## config.mk

```make
export PLATFORM = sky130hd
export DESIGN_NAME = occ_rx_link_sync
export DESIGN_NICKNAME = d
export VERILOG_FILES = /design/src/rtl/occ_rx_link_sync.sv
export SDC_FILE = /design/constraint.sdc
export NUM_CORES = 1
export LEC_CHECK = 0
export ABC_AREA = 1
export CORE_MARGIN = 1.5
export CORE_UTILIZATION = 50
export CTS_CLUSTER_SIZE = 14
export DETAILED_ROUTE_END_ITERATION = 7
export PLACE_DENSITY = 0.82
export SYNTH_ARGS = -nofsm -noshare
export SYNTH_HDL_FRONTEND = slang
export SYNTH_SLANG_ARGS = --single-unit
```

## constraint.sdc

```tcl
create_clock -name clk_i -period 2 [get_ports clk_i]
set_input_delay 0.6 -clock clk_i [delete_from_list [all_inputs] [get_ports clk_i]]
set_output_delay 0.6 -clock clk_i [all_outputs]
set_load 0.02 [all_outputs]
```

## src/rtl/occ_rx_link_sync.sv

```systemverilog
// OCC PHY receive-side link synchroniser: comma lock, loss detection,
// resync/blind handshake and forwarding of non-IDLE words.
module occ_rx_link_sync #(
  parameter logic [15:0] g_IDLE         = 16'h95bc,
  parameter logic [1:0]  g_IDLE_K       = 2'b01,
  parameter int          g_ACQ_COUNT    = 4,
  parameter int          g_MAX_IDLE_GAP = 64,
  parameter int          g_ERR_THRESH   = 3,
  parameter int          g_BLIND_PERIOD = 10
) (
  input  logic        clk_i,
  input  logic        rst_n_i,
  input  logic        rx_rdy_i,
  input  logic [15:0] rx_data_i,
  input  logic [1:0]  rx_k_i,
  input  logic        rx_enc_err_i,
  input  logic        rx_buf_err_i,
  input  logic        rx_resync_i,
  output logic        rx_synced_o,
  output logic [15:0] rx_data_o,
  output logic [1:0]  rx_k_o,
  output logic        rx_valid_o,
  output logic [7:0]  err_cnt_o,
  output logic [7:0]  sync_loss_cnt_o
);

  typedef enum logic [1:0] {
    UNSYNC,
    BLIND,
    ACQUIRE,
    SYNCED
  } state_t;

  localparam logic [7:0]  ACQ_N  = 8'(g_ACQ_COUNT);
  localparam logic [15:0] GAP_N  = 16'(g_MAX_IDLE_GAP);
  localparam logic [7:0]  ERR_N  = 8'(g_ERR_THRESH);
  localparam logic [7:0]  BLIND_LAST =
    (g_BLIND_PERIOD > 1) ? 8'(g_BLIND_PERIOD - 1) : 8'd0;

  state_t      state_q, state_d;
  logic [7:0]  blind_q, blind_d;
  logic [7:0]  acq_q, acq_d;
  logic [15:0] gap_q, gap_d;
  logic [7:0]  errw_q, errw_d;
  logic        resync_q;

  logic        idle, err, rise, loss;
  logic [7:0]  acq_inc;
  logic [15:0] gap_inc;
  logic [7:0]  errw_inc;
  logic        valid_d;

  assign idle = (rx_data_i == g_IDLE) && (rx_k_i == g_IDLE_K)
             && !rx_enc_err_i;
  assign err  = rx_enc_err_i | rx_buf_err_i
             | ((rx_k_i != 2'b00) && !idle);
  assign rise = rx_resync_i & ~resync_q;

  assign acq_inc  = idle ? acq_q + 8'd1 : 8'd0;
  assign gap_inc  = idle ? 16'd0 : gap_q + 16'd1;
  assign errw_inc = idle ? 8'd0
                  : (err ? errw_q + 8'd1 : errw_q);

  // Any way out of SYNCED other than a plain resync counts as a loss.
  assign loss = (state_q == SYNCED)
             && (!rx_rdy_i || rx_buf_err_i
                 || gap_inc == GAP_N || errw_inc == ERR_N);

  assign valid_d = (state_q == SYNCED) && !idle && !err && !loss;

  always_comb begin
    state_d = state_q;
    blind_d = blind_q;
    acq_d   = acq_q;
    gap_d   = gap_q;
    errw_d  = errw_q;
    if (!rx_rdy_i) begin
      state_d = UNSYNC;
      blind_d = 8'd0;
      acq_d   = 8'd0;
      gap_d   = 16'd0;
      errw_d  = 8'd0;
    end else if (rise) begin
      state_d = BLIND;
      blind_d = 8'd0;
      acq_d   = 8'd0;
      gap_d   = 16'd0;
      errw_d  = 8'd0;
    end else begin
      unique case (state_q)
        UNSYNC: begin
          state_d = ACQUIRE;
          acq_d   = 8'd0;
        end
        BLIND: begin
          if (blind_q >= BLIND_LAST) begin
            state_d = ACQUIRE;
            acq_d   = 8'd0;
          end else begin
            blind_d = blind_q + 8'd1;
          end
        end
        ACQUIRE: begin
          if (acq_inc == ACQ_N) begin
            state_d = SYNCED;
            acq_d   = 8'd0;
            gap_d   = 16'd0;
            errw_d  = 8'd0;
          end else begin
            acq_d = acq_inc;
          end
        end
        SYNCED: begin
          if (loss) begin
            state_d = UNSYNC;
            gap_d   = 16'd0;
            errw_d  = 8'd0;
          end else begin
            gap_d  = gap_inc;
            errw_d = errw_inc;
          end
        end
      endcase
    end
  end

  always_ff @(posedge clk_i or negedge rst_n_i) begin
    if (!rst_n_i) begin
      state_q  <= UNSYNC;
      blind_q  <= 8'd0;
      acq_q    <= 8'd0;
      gap_q    <= 16'd0;
      errw_q   <= 8'd0;
      resync_q <= 1'b0;
    end else begin
      state_q  <= state_d;
      blind_q  <= blind_d;
      acq_q    <= acq_d;
      gap_q    <= gap_d;
      errw_q   <= errw_d;
      resync_q <= rx_resync_i;
    end
  end

  always_ff @(posedge clk_i or negedge rst_n_i) begin
    if (!rst_n_i) begin
      rx_data_o       <= 16'd0;
      rx_k_o          <= 2'b00;
      rx_valid_o      <= 1'b0;
      err_cnt_o       <= 8'd0;
      sync_loss_cnt_o <= 8'd0;
    end else begin
      rx_data_o  <= rx_data_i;
      rx_k_o     <= rx_k_i;
      rx_valid_o <= valid_d;
      if (err && (state_q == ACQUIRE || state_q == SYNCED)
          && err_cnt_o != 8'hff)
        err_cnt_o <= err_cnt_o + 8'd1;
      if (loss && sync_loss_cnt_o != 8'hff)
        sync_loss_cnt_o <= sync_loss_cnt_o + 8'd1;
    end
  end

  assign rx_synced_o = (state_q == SYNCED);

endmodule

```

==> summary.md <==
| Metric | Value |
|---|---|
| Status | `finished, violations left` |
| Failing checks | `negative setup slack` |
| Mapped Nets | `589` |
| DP HPWL | `7.87 mm` |
| Clk slew on worst S/H paths | `approximately 90 ps` |
| Share of cells above drive strength 1 | `just under 40%` |
| Pre-CTS setup slack | `-1000 ps` |
| Max frequency | `just over 400 MHz` |
| Pint | `~2.9 mW` |
| Max_slew headroom | `between 60% and 70%` |
| Clock Tree Buf Depth | `2` |
| Critical path launch point type | `register` |
| Worst r2r src | `gap_q[0]$_DFFE_PN0P_` |
| Max stage delay on crit path | `slightly below 400 ps` |
| Initial antenna violation count | `0` |
| Net Sw Frac | `33.5%` |
| Area of the core | `0.00868 sq mm` |
| Final min period | `between 2000 and 2500 ps` |
| Worst R2R Path Depth | `16` |
| Inst Count DP | `roughly 790` |
| RSZ-0062 raised after global routing | `true` |
| Main synth FF type | `dfrtp_1` |
| DRT Pass-1 Iters | `8` |
| CP max FO | `5` |
| Initial Util | `51.3%` |
| Worst R2R End | `sync_loss_cnt_o[2]$_DFFE_PN0P_` |
| Overall Global Routing Usage | `29.5%` |
| Most common cell after layout, fill and taps aside | `buf_4` |
| Area of the multi-input gates | `~0.0027 sq mm` |
| Avg Vias per Cell | `approximately 6` |
| Fin cells | `860` |
| Worst min path class | `in -> async` |
| VDD IR max | `0.580 mV` |
| Residual DRC count | `0` |
| Fin Clk Skew | `13.6 ps` |
| Pwr per Cell Area | `just over 600 mW/mm^2` |
| Clk root buf | `clkbuf_8` |
| Row cnt | `34` |
| Total gr overflow | `0` |
| Skew-Pair Late Insertion Delay | `370 ps` |
| Most frequent cells in the layout | `buf_4 (111), nand2_1 (87), dfrtp_1 (74)` |
| Mux contribution to synthesized area | `less than 1%` |
| Area growth syn-to-layout | `56.8%` |
| Drt wl/cell | `~20 um` |
| Clk sink count | `between 70 and 80` |
| Nets | `around 800` |
| Vias | `~5.1k` |
| Slew Viols, Final | `0` |
| Register Area | `between 0.0015 and 0.002 sq mm` |
| Reg2Reg Setup Slack | `-420 ps` |
| Max Cap Viol | `0` |
| Number of flops mapped to enable cells by yosys | `0` |
| CTS tree | `done` |
| Routed WL | `17.0 mm` |
| Routed Antenna Nets | `0` |
| I/O pin count | `60` |
| Adder-cell area share of the yosys netlist | `around 3.7%` |
| CP delay by family, top | `simple AND/OR/NAND/NOR gates` |
| Final Total Pwr | `around 4.3 mW` |
| Distinct cells, synth | `43` |
| CP arrival | `2670 ps` |
| Netlist Area Pre-Place | `roughly 0.0045 sq mm` |
| DIE AREA | `approximately 0.0095 sq mm` |
| Largest net degree at the start of global routing | `44` |
| Fill count | `about 480` |
| First-pass GRT wire length | `~23 mm` |
| Synth warnings | `0` |
| Switching pwr | `about 1.4 mW` |
| Fin util | `80.4%` |
| Comb pwr share | `between 20 and 30%` |
| Power share of the clock group | `roughly 31%` |
| Sequential-to-total area share from yosys stat | `43.8%` |
| WP buf/inv | `3` |
| Vias in the first global route | `4834` |
| Synth Area in Compound Gates | `roughly 9%` |
| Crit. End Element | `register` |
| Syn Area/Cell | `roughly 8.1 sq um` |
| #FFs+latches synth | `78` |
| Slowest cell on crit path | `dfrtp_1` |
| Final setup margin | `-416 ps` |
| Slew @ Worst Pin | `549 ps` |
| Cts hold-fix bufs | `0` |
| Setup CP Type | `reg -> reg` |
| Required @ worst endpoint | `approximately 2300 ps` |
| Synth Area in Simple Gates | `about 30%` |
| Period utilisation layout | `121%` |
| Die width | `between 90 and 100 um` |
| Synthesized instance count | `between 500 and 600` |
| Port bufs | `a little under 60` |
| Hold Fails Final Rpt | `0` |
| Drt first-iter violations | `between 600 and 700` |
| Xor and xnor area share after synthesis | `approximately 4.5%` |
| Combinational family with the most area after synthesis | `simple AND/OR/NAND/NOR gates` |
| Async SR Flop Fraction | `100%` |
| Critical path, cell by cell | `ha_2, nand4_1, buf_4, o21ai_2, nand2_1, inv_2, nand3_2, nor2_1, nand2_1, nor2_4, nor2_4, buf_6, nand2_8, nand2_8, nand2_2, o21ai_2` |
| CTS buffer count | `9` |
| GP Congestion | `around 0.92` |
| H-tree depth | `3` |
| Ant diodes | `0` |
| Final setup fails | `between 40 and 50` |
| Share of power burned in registers | `around 43%` |
| Leak Pwr | `about 3.4 nW` |
| DIE HEIGHT | `97.4 um` |
## metrics by stage
step | hold slack [ps] | cell area [sq um] | TNS (ps)
floorplan | 304 | 4510 | -3620
global placement | 477 | 5760 | -38590
detailed placement | 480 | 5760 | -41080
CTS | 243 | 6550 | -2920
global route | 264 | 6980 | -15790
finish | 215 | 6980 | -13050
## synth_stat cells (7+ instances only)
| cell type | number | share of area, % |
|---|---|---|
| nand2_1 | 119 | 10 |
| dfrtp_1 | 78 | 44 |
| nor2_1 | 78 | 6.6 |
| inv_1 | 76 | 6.4 |
| nand3_1 | 51 | 5.7 |
| o21bai_1 | 24 | 4.0 |
| xor2_1 | 16 | 3.1 |
| ha_1 | 13 | 3.7 |
| o21ai_0 | 12 | 1.3 |
| nand4_1 | 11 | 1.5 |
| nor2_2 | 8 | 1.1 |
| nor3_1 | 7 | 0.79 |
| xnor2_1 | 7 | 1.4 |
## per-layer routing
| layer | part of all wire [%] | GRT usage [%] | up-vias |
|---|---|---|---|
| met4 | 7.3 | 16.2 | 0 |
| met3 | 9.2 | 5.40 | 151 |
| met5 | 0 | 0 | - |
| met2 | 47 | 49.9 | 387 |
| li1 | - | - | 2179 |
| met1 | 36 | 35.6 | 2429 |
## repair_timing
action                                  in CTS  in global routing
cloned                                       5                  2
endpoints found under the hold margin        0                  0
resized for setup                          177                 65
endpoints found under the setup margin      56                 51
buffers inserted                            31                 22
pin swaps                                   56                 54
## how the worst max path moves through the flow
stage | depth (start not counted) | from | to | slack, ps
2_1_floorplan | 16 | rx_data_i[6] | sync_loss_cnt_o[2]$_DFFE_PN0P_ | -140
3_3_place_gp | 14 | rx_data_i[7] | gap_q[2]$_DFFE_PN0P_ | -930
3_5_place_dp | 14 | rx_data_i[7] | errw_q[4]$_DFFE_PN0P_ | -1000
4_1_cts | 15 | gap_q[1]$_DFFE_PN0P_ | sync_loss_cnt_o[5]$_DFFE_PN0P_ | -120
5_1_grt | 17 | gap_q[0]$_DFFE_PN0P_ | sync_loss_cnt_o[2]$_DFFE_PN0P_ | -490
6_report | 16 | gap_q[0]$_DFFE_PN0P_ | sync_loss_cnt_o[2]$_DFFE_PN0P_ | -420
## power by group through the flow
| stage | Combinational [mW] | Sequential [mW] | Clock, mW |
|---|---|---|---|
| final | 1.15 | 1.83 | 1.31 |
| after global routing | 1.22 | 1.85 | 1.38 |
| after CTS | 1.05 | 1.83 | 1.30 |
| after detailed placement | 0.976 | 1.86 | 0 |
| after global placement | 0.953 | 1.85 | 0 |
| after floorplan | 0.377 | 1.98 | 0 |
## cell type report
cell class	instances	share of cell area, %
clock inverter	5	0.914
sequential	78	28.0
multi-input combinational	391	39.3
timing repair buffer	185	23.1
inverter	82	4.55
tap	108	1.94
clock buffer	11	2.17
## kinds of logic after synthesis
family,after synthesis
AND/OR/NAND/NOR,295
buffers and inverters,88
flip-flops,78
AO/OA/AOI/OAI,54
XOR/XNOR,23
adder cells (fa/ha/maj),13
multiplexers,1
## flip-flops by register name (all words and copies together) (netlist names)
register,count
state_q,2
resync_q,1
blind_q,8
sync_loss_cnt_o,8
err_cnt_o,8
rx_k_o,2
rx_valid_o,1
gap_q,16
errw_q,8
acq_q,8
rx_data_o,16
Note: power is estimated with default switching activity, not from simulation.
